[src/rtl/risc_pkg.sv]
// Shared constants and types for the RISC execute->writeback slice.
// RISC_EXWB_FWD_EN (optional) enables the operand-forwarding outputs on risc_ex_wb_stage.
package risc_pkg;

  localparam int DW    = 32;
  localparam int AW    = 5;
  localparam int DEPTH = 2;

  localparam int PSR_C = 0;
  localparam int PSR_V = 1;
  localparam int PSR_Z = 2;
  localparam int PSR_N = 3;

  typedef struct packed {
    logic          rw;
    logic [AW-1:0] dr;
    logic [DW-1:0] data;
  } wb_entry_t;

endpackage

[src/rtl/risc_skid_buf.sv]
// Two-entry FIFO of writeback entries with a registered input ready.
// RISC_EXWB_FWD_EN exposes the buffered entries so the top can forward from them.
module risc_skid_buf
  import risc_pkg::*;
(
  input  logic      clk,
  input  logic      rst_n,
  input  logic      flush,
  input  logic      in_valid,
  output logic      in_ready,
  input  wb_entry_t in_entry,
  output logic      out_valid,
  input  logic      out_ready,
  output wb_entry_t out_entry
`ifdef RISC_EXWB_FWD_EN
  ,
  output wb_entry_t        buf_entry [DEPTH],
  output logic [DEPTH-1:0] buf_valid
`endif
);

  logic [1:0] count_reg, count_next;
  logic       ready_reg, ready_next;
  logic       accept, pop;
  logic [1:0] wr_idx;
  wb_entry_t  entry_reg  [DEPTH];
  wb_entry_t  entry_next [DEPTH];

  assign accept = in_valid & ready_reg & ~flush;
  assign pop    = (count_reg != 2'd0) & out_ready & ~flush;
  // An accept lands behind whatever survives this cycle's pop.
  assign wr_idx = count_reg - {1'b0, pop};

  always_comb begin
    count_next = count_reg;
    if (flush)
      count_next = 2'd0;
    else
      count_next = count_reg + {1'b0, accept} - {1'b0, pop};
    ready_next = (count_next < 2'(DEPTH));
  end

  always_ff @(posedge clk or negedge rst_n) begin
    if (!rst_n) begin
      count_reg <= 2'd0;
      ready_reg <= 1'b1;
    end else begin
      count_reg <= count_next;
      ready_reg <= ready_next;
    end
  end

  genvar gi;
  generate
    for (gi = 0; gi < DEPTH; gi++) begin : g_entry
      // Head only shifts when a second entry is behind it, so it holds while empty.
      if (gi < DEPTH - 1) begin : g_shift
        always_comb begin
          entry_next[gi] = entry_reg[gi];
          if (accept && wr_idx == 2'(gi))
            entry_next[gi] = in_entry;
          else if (pop && count_reg == 2'(gi + 2))
            entry_next[gi] = entry_reg[gi+1];
        end
      end else begin : g_tail
        always_comb begin
          entry_next[gi] = entry_reg[gi];
          if (accept && wr_idx == 2'(gi))
            entry_next[gi] = in_entry;
        end
      end

      always_ff @(posedge clk or negedge rst_n) begin
        if (!rst_n)
          entry_reg[gi] <= '0;
        else
          entry_reg[gi] <= entry_next[gi];
      end

`ifdef RISC_EXWB_FWD_EN
      assign buf_entry[gi] = entry_reg[gi];
      assign buf_valid[gi] = (count_reg > 2'(gi));
`endif
    end
  endgenerate

  assign in_ready  = ready_reg;
  assign out_valid = (count_reg != 2'd0);
  assign out_entry = entry_reg[0];

endmodule

[src/rtl/risc_ex_wb_stage.sv]
// Execute->writeback stage: skid-buffered results, PSR update and register-file write port.
// Define RISC_EXWB_FWD_EN to add fwd_valid/fwd_addr/fwd_data forwarding outputs.
module risc_ex_wb_stage
  import risc_pkg::*;
(
  input  logic          clk,
  input  logic          rst_n,
  input  logic          flush,
  input  logic          ex_valid,
  output logic          ex_ready,
  input  logic [DW-1:0] ex_result,
  input  logic          ex_c,
  input  logic          ex_v,
  input  logic          ex_z,
  input  logic          ex_n,
  input  logic          ex_mf,
  input  logic          ex_sf,
  input  logic          ex_rw,
  input  logic [AW-1:0] ex_dr,
  output logic          wb_valid,
  input  logic          wb_ready,
  output logic          wb_we,
  output logic [AW-1:0] wb_addr,
  output logic [DW-1:0] wb_data,
  output logic [3:0]    psr
`ifdef RISC_EXWB_FWD_EN
  ,
  output logic          fwd_valid,
  output logic [AW-1:0] fwd_addr,
  output logic [DW-1:0] fwd_data
`endif
);

  wb_entry_t in_entry, head;
  logic      accept;
  logic [3:0] psr_reg, psr_next;

`ifdef RISC_EXWB_FWD_EN
  wb_entry_t        buf_entry [DEPTH];
  logic [DEPTH-1:0] buf_valid;
`endif

  assign in_entry = '{rw: ex_rw, dr: ex_dr, data: ex_result};

  risc_skid_buf u_skid (
    .clk       (clk),
    .rst_n     (rst_n),
    .flush     (flush),
    .in_valid  (ex_valid),
    .in_ready  (ex_ready),
    .in_entry  (in_entry),
    .out_valid (wb_valid),
    .out_ready (wb_ready),
    .out_entry (head)
`ifdef RISC_EXWB_FWD_EN
    ,
    .buf_entry (buf_entry),
    .buf_valid (buf_valid)
`endif
  );

  assign wb_we   = wb_valid & head.rw & (head.dr != '0);
  assign wb_addr = head.dr;
  assign wb_data = head.data;

  // Flags follow accept order; shifter ops leave V and C untouched.
  assign accept = ex_valid & ex_ready & ~flush;

  always_comb begin
    psr_next = psr_reg;
    if (accept && ex_sf) begin
      psr_next[PSR_N] = ex_n;
      psr_next[PSR_Z] = ex_z;
      if (!ex_mf) begin
        psr_next[PSR_V] = ex_v;
        psr_next[PSR_C] = ex_c;
      end
    end
  end

  always_ff @(posedge clk or negedge rst_n) begin
    if (!rst_n)
      psr_reg <= 4'b0000;
    else
      psr_reg <= psr_next;
  end

  assign psr = psr_reg;

`ifdef RISC_EXWB_FWD_EN
  logic [DEPTH-1:0] fwd_hit;

  genvar gi;
  generate
    for (gi = 0; gi < DEPTH; gi++) begin : g_fwd
      assign fwd_hit[gi] = buf_valid[gi] & buf_entry[gi].rw & (buf_entry[gi].dr != '0);
    end
  endgenerate

  // Higher index is newer, so later matches override earlier ones.
  always_comb begin
    fwd_valid = 1'b0;
    fwd_addr  = '0;
    fwd_data  = '0;
    for (int i = 0; i < DEPTH; i++) begin
      if (fwd_hit[i]) begin
        fwd_valid = 1'b1;
        fwd_addr  = buf_entry[i].dr;
        fwd_data  = buf_entry[i].data;
      end
    end
  end
`endif

endmodule

[config.mk]
export PLATFORM = sky130hd
export DESIGN_NAME = risc_ex_wb_stage
export DESIGN_NICKNAME = d
export VERILOG_FILES = /design/src/rtl/risc_pkg.sv /design/src/rtl/risc_skid_buf.sv /design/src/rtl/risc_ex_wb_stage.sv
export SDC_FILE = /design/constraint.sdc
export NUM_CORES = 1
export LEC_CHECK = 0
export CAP_MARGIN = 10
export CORE_UTILIZATION = 46
export DETAILED_ROUTE_END_ITERATION = 8
export PLACE_DENSITY = 0.88
export SLEW_MARGIN = 20
export SYNTH_ARGS = -nofsm -noshare
export SYNTH_HDL_FRONTEND = slang
export SYNTH_SLANG_ARGS = --single-unit
[constraint.sdc]
create_clock -name clk -period 2.2 [get_ports clk]
set_input_delay 0.44 -clock clk [delete_from_list [all_inputs] [get_ports clk]]
set_output_delay 0.44 -clock clk [all_outputs]
set_load 0.02 [all_outputs]
==> reports/summary.log <==
INFO  floorplan      design.die.area=0.00933mm^2
INFO  setup_path     path_max_fanout=13
INFO  sta            post_route_skew=0.00944ns
INFO  pwr            power.internal=0.00479W
INFO  logic_synthesis ys.flop_type=sky130_fd_sc_hd__dfrtp_1
INFO  logic_synthesis synthSimpleGateAreaFrac=2.52%
INFO  route          vias=2279
INFO  logic_synthesis postSynth.asyncResetShare=100%
INFO  grt            grt_first_pass_wirelength=12.3mm
INFO  cells_and_area syn_to_final_growth=27.0%
INFO  sta            min_period_over_period=97.8%
INFO  cells_and_area finalNetCount=395
INFO  route          ant_nets=0
INFO  setup_path     arrival=2.38ns
INFO  clocking       cts_inserted_buffers=9
INFO  logic_synthesis xor_and_xnor_fraction_of_the_mapped_netlist_area=0.426%
INFO  pwr            power_frac_comb=45.9%
INFO  run            max_cap_viol_count=0
INFO  route          post_drt_wl_per_cell=17.1um
INFO  logic_synthesis synth_top_cell_area_share=49.9%
INFO  place          dp_hpwl=5.25mm
INFO  sta            worst_slew_margin_rel=67.2%
INFO  logic_synthesis post_synth_inst_count=269
INFO  floorplan      io_pins=93
INFO  sta            final-max-slew-violation-count=0
INFO  route          drt-met1-wl=3.23mm
INFO  setup_path     category_of_the_worst_setup_path_launch_point=flop
INFO  clocking       cts.htree.levels=3
INFO  sta            timing.final.setup_violations=0
INFO  logic_synthesis post_synth_fa_ha_maj_area_fraction=0.608%
INFO  setup_path     crit_path_leading_delay_family=simple AND/OR/NAND/NOR gates
INFO  pwr            clkPwrFrac=15.6%
INFO  cells_and_area final_design_area_no_fill=0.00523mm^2
INFO  place          globalplace.congestion=0.744
INFO  logic_synthesis ys_ff_latch=83
INFO  setup_path     critical_path.endpoint_type=flop
INFO  logic_synthesis synthMostInstantiatedCell=sky130_fd_sc_hd__dfrtp_1
INFO  cells_and_area n_antenna_cell=0
INFO  pwr            netSwitchingPower=0.00213W
INFO  setup_path     criticalPathCategory=flop to flop
INFO  route          drt_first_pass_iters=4
INFO  route          top_signal_layer_used=met4
INFO  logic_synthesis synth_enable_flop_cells=0
INFO  pwr            p_leak=2.40nW
INFO  setup_path     timing.critical_path.required=2.43ns
INFO  grt            antenna_violations_before_repair=0
INFO  logic_synthesis largest_cells_by_area_after_synthesis=sky130_fd_sc_hd__dfrtp_1 50%, sky130_fd_sc_hd__mux2_2 20%, sky130_fd_sc_hd__mux2_4 15%
INFO  floorplan      fp-row-count=34
INFO  logic_synthesis netlist.top_cell.by_area=sky130_fd_sc_hd__dfrtp_1
INFO  sta            timing_hold_violations_final=0
INFO  setup_path     worst_path_largest_cell_delay=0.39ns
INFO  logic_synthesis synth_compound_gate_area_share=0.243%
INFO  logic_synthesis synth_common_cells=82 x sky130_fd_sc_hd__dfrtp_1, 73 x sky130_fd_sc_hd__mux2_2, 40 x sky130_fd_sc_hd__mux2_4
INFO  place          place_area=0.00492mm^2
INFO  logic_synthesis synthesized_area=0.00412mm^2
INFO  pwr            pwr-share-seq=38.5%
INFO  logic_synthesis ys_warn_count=0
INFO  clocking       tritoncts=done
INFO  logic_synthesis synthesized_area_divided_by_synthesized_cell_count=15.3um^2
INFO  logic_synthesis synth_top_family_by_area=multiplexers
INFO  cells_and_area share_of_post_route_cells_with_drive_strength_above_1=44.5%
INFO  route          met3WireLength=505um
INFO  logic_synthesis synth_fp_nets=320
INFO  floorplan      start_util=47.4%
INFO  clocking       ctsLongestPathBuffers=2
INFO  pwr            ir_worst_vdd=0.612mV
INFO  setup_path     setup.reg_to_reg.worst_slack=0.05ns
INFO  sta            max_freq=465MHz
INFO  grt            first_global_vias=2493
INFO  floorplan      chipWidth=96.6um
INFO  logic_synthesis post_synthesis_sequential_area_ratio=50.5%
INFO  logic_synthesis synth_cell_type_count=21
INFO  grt            grt-ovfl-total=0
INFO  clocking       number_of_buffers_inserted_by_hold_repair_at_cts=0
INFO  clocking       number_of_clock_sinks_seen_by_cts=83
INFO  grt            globalRouteTotalUtil=18.1%
INFO  sta            fin_crit=2.15ns
INFO  clocking       clock_pin_slew_worst_setup_and_hold_paths=0.09ns
INFO  setup_path     critical_path.n_buffers_inverters=2
INFO  sta            worst-slew-pin-transition=0.492ns
INFO  pwr            power_density_normalized_to_cell_area=1330mW/mm^2
INFO  grt            grt_max_degree=48
INFO  min_path       holdCritPathClass=input pin to asynchronous set/reset pin
INFO  pwr            p_sw_share=30.8%
INFO  sta            hold_slack=0.0531ns
INFO  route          post-route-drc-count=0
INFO  floorplan      core_area=0.00868mm^2
INFO  place          io_buffers=92
INFO  status         run_status=complete, no violations
INFO  clocking       cts.root.buffer_cell=sky130_fd_sc_hd__clkbuf_8
INFO  floorplan      die_height=96.6um
INFO  clocking       insertion_delay=0.35ns
INFO  logic_synthesis synth.area.mux_share=35.9%
INFO  route          route.met2.wl=3.94mm
INFO  route          post_drt_via_cell_ratio=5.00
INFO  setup_path     timing.critical_path.cells=or2_4 -> and3b_1 -> ha_2 -> xor2_1 -> nand3b_1 -> buf_6 -> buf_8 -> mux2_2
INFO  setup_path     crit_path_top_delay_cell=sky130_fd_sc_hd__dfrtp_1
INFO  route          wl=7.78mm
INFO  route          drtIter0Drc=37
==> kinds of logic after synthesis <==
group / Yosys count
simple gates: 12
xor+xnor: 2
mux: 118
compound gates: 1
fa+ha+maj: 2
flops: 83
buf+inv: 51
==> timing repair <==
item	in CTS	in global routing
gates cloned	2	0
pin swaps	1	3
resized for setup	9	3
endpoints found under the setup margin	19	29
setup buffers	4	2
==> layer usage <==
metal  vias up  GRT usage (%)
li1       1058              -
met1      1141           20.8
met2        68           30.9
met3        12           5.87
met4         0           7.72
met5         -              0
==> path summary, 6_finish.rpt <==
path / from / to / cells after the start
worst min register to register: u_skid.entry_reg[10]$_DFFE_PN0P_ / u_skid.entry_reg[10]$_DFFE_PN0P_ / 1
max in group asynchronous: rst_n / u_skid.in_ready$_DFF_PN1_ / 2
worst min-delay path: rst_n / u_skid.entry_reg[21]$_DFFE_PN0P_ / 1
worst max register to register: u_skid.count_reg[0]$_DFF_PN0_ / u_skid.entry_reg[2]$_DFFE_PN0P_ / 8
min in group clk: u_skid.entry_reg[10]$_DFFE_PN0P_ / u_skid.entry_reg[10]$_DFFE_PN0P_ / 1
worst max-delay path: u_skid.count_reg[0]$_DFF_PN0_ / u_skid.entry_reg[2]$_DFFE_PN0P_ / 8
==> power groups by stage <==
stage / sequential [W] / combinational [W] / clock (W)
2_1_floorplan: 0.00259 / 0.00247 / 0
3_3_place_gp: 0.00264 / 0.00303 / 0
3_5_place_dp: 0.00269 / 0.00312 / 0
4_1_cts: 0.00267 / 0.00320 / 0.00110
5_1_grt: 0.00276 / 0.00340 / 0.00117
6_report: 0.00267 / 0.00318 / 0.00108
==> area by class of cell <==
class	count	area [um^2]
clock buffers	10	138
clock inverters	5	53.8
fillers	688	3450
inverters	2	7.51
multi-input cells	135	1640
flip-flops and latches	83	2080
well taps	108	135
repair buffers	113	1170
==> stage by stage <==
stage / utilization [%] / total power (W) / setup WS (ns) / cells / setup TNS (ns)
final: 60.2 / 0.00693 / 0.0493 / 456 / 0
after global routing: 60.2 / 0.00733 / -0.000402 / 456 / -0.000402
after CTS: 60.2 / 0.00698 / 0.00607 / 454 / 0
after detailed placement: 56.7 / 0.00582 / -0.273 / 433 / -17.68
after global placement: 56.7 / 0.00567 / -0.211 / 433 / -14.58
after floorplan: - / 0.00506 / 0.0302 / 269 / 0
==> worst reg2reg max path, cell delays in order (launching register included) <==
cell and delay [ns]:
sky130_fd_sc_hd__dfrtp_1 0.39, sky130_fd_sc_hd__or2_4 0.25, sky130_fd_sc_hd__and3b_1 0.17, sky130_fd_sc_hd__ha_2 0.18, sky130_fd_sc_hd__xor2_1 0.17, sky130_fd_sc_hd__nand3b_1 0.19
sky130_fd_sc_hd__buf_6 0.17, sky130_fd_sc_hd__buf_8 0.16, sky130_fd_sc_hd__mux2_2 0.36
==> layout by cell type, fill, tap and decap left out <==
| cell | synthesis | routed |
|---|---|---|
| sky130_fd_sc_hd__nand2b_1 | 1 | 1 |
| sky130_fd_sc_hd__clkbuf_8 | 0 | 10 |
| sky130_fd_sc_hd__buf_2 | 3 | 1 |
| sky130_fd_sc_hd__o311a_1 | 1 | 1 |
| sky130_fd_sc_hd__clkinv_2 | 0 | 3 |
| sky130_fd_sc_hd__and3b_1 | 2 | 2 |
| sky130_fd_sc_hd__nor4bb_4 | 1 | 1 |
| sky130_fd_sc_hd__xor2_1 | 2 | 2 |
| sky130_fd_sc_hd__buf_4 | 37 | 14 |
| sky130_fd_sc_hd__bufinv_16 | 0 | 1 |
| sky130_fd_sc_hd__inv_1 | 2 | 2 |
| sky130_fd_sc_hd__nand3b_1 | 2 | 2 |
| sky130_fd_sc_hd__ha_1 | 2 | 1 |
| sky130_fd_sc_hd__and2b_1 | 2 | 2 |
| sky130_fd_sc_hd__mux2_4 | 40 | 40 |
| sky130_fd_sc_hd__nand4b_1 | 1 | 1 |
| sky130_fd_sc_hd__buf_12 | 0 | 4 |
| sky130_fd_sc_hd__mux2_2 | 73 | 73 |
| sky130_fd_sc_hd__clkdlybuf4s50_1 | 0 | 89 |
| sky130_fd_sc_hd__ha_2 | 0 | 1 |
| sky130_fd_sc_hd__or3_1 | 1 | 1 |
| sky130_fd_sc_hd__dfstp_2 | 1 | 1 |
| sky130_fd_sc_hd__nor2_1 | 1 | 1 |
| sky130_fd_sc_hd__mux2_1 | 5 | 5 |
| sky130_fd_sc_hd__buf_16 | 0 | 2 |
| sky130_fd_sc_hd__buf_8 | 0 | 1 |
| sky130_fd_sc_hd__dlymetal6s2s_1 | 0 | 1 |
| sky130_fd_sc_hd__dfrtp_1 | 82 | 82 |
| sky130_fd_sc_hd__clkinv_4 | 0 | 1 |
| sky130_fd_sc_hd__or2_4 | 0 | 1 |
| sky130_fd_sc_hd__buf_6 | 9 | 1 |
Power figures use the tool's default switching activity.
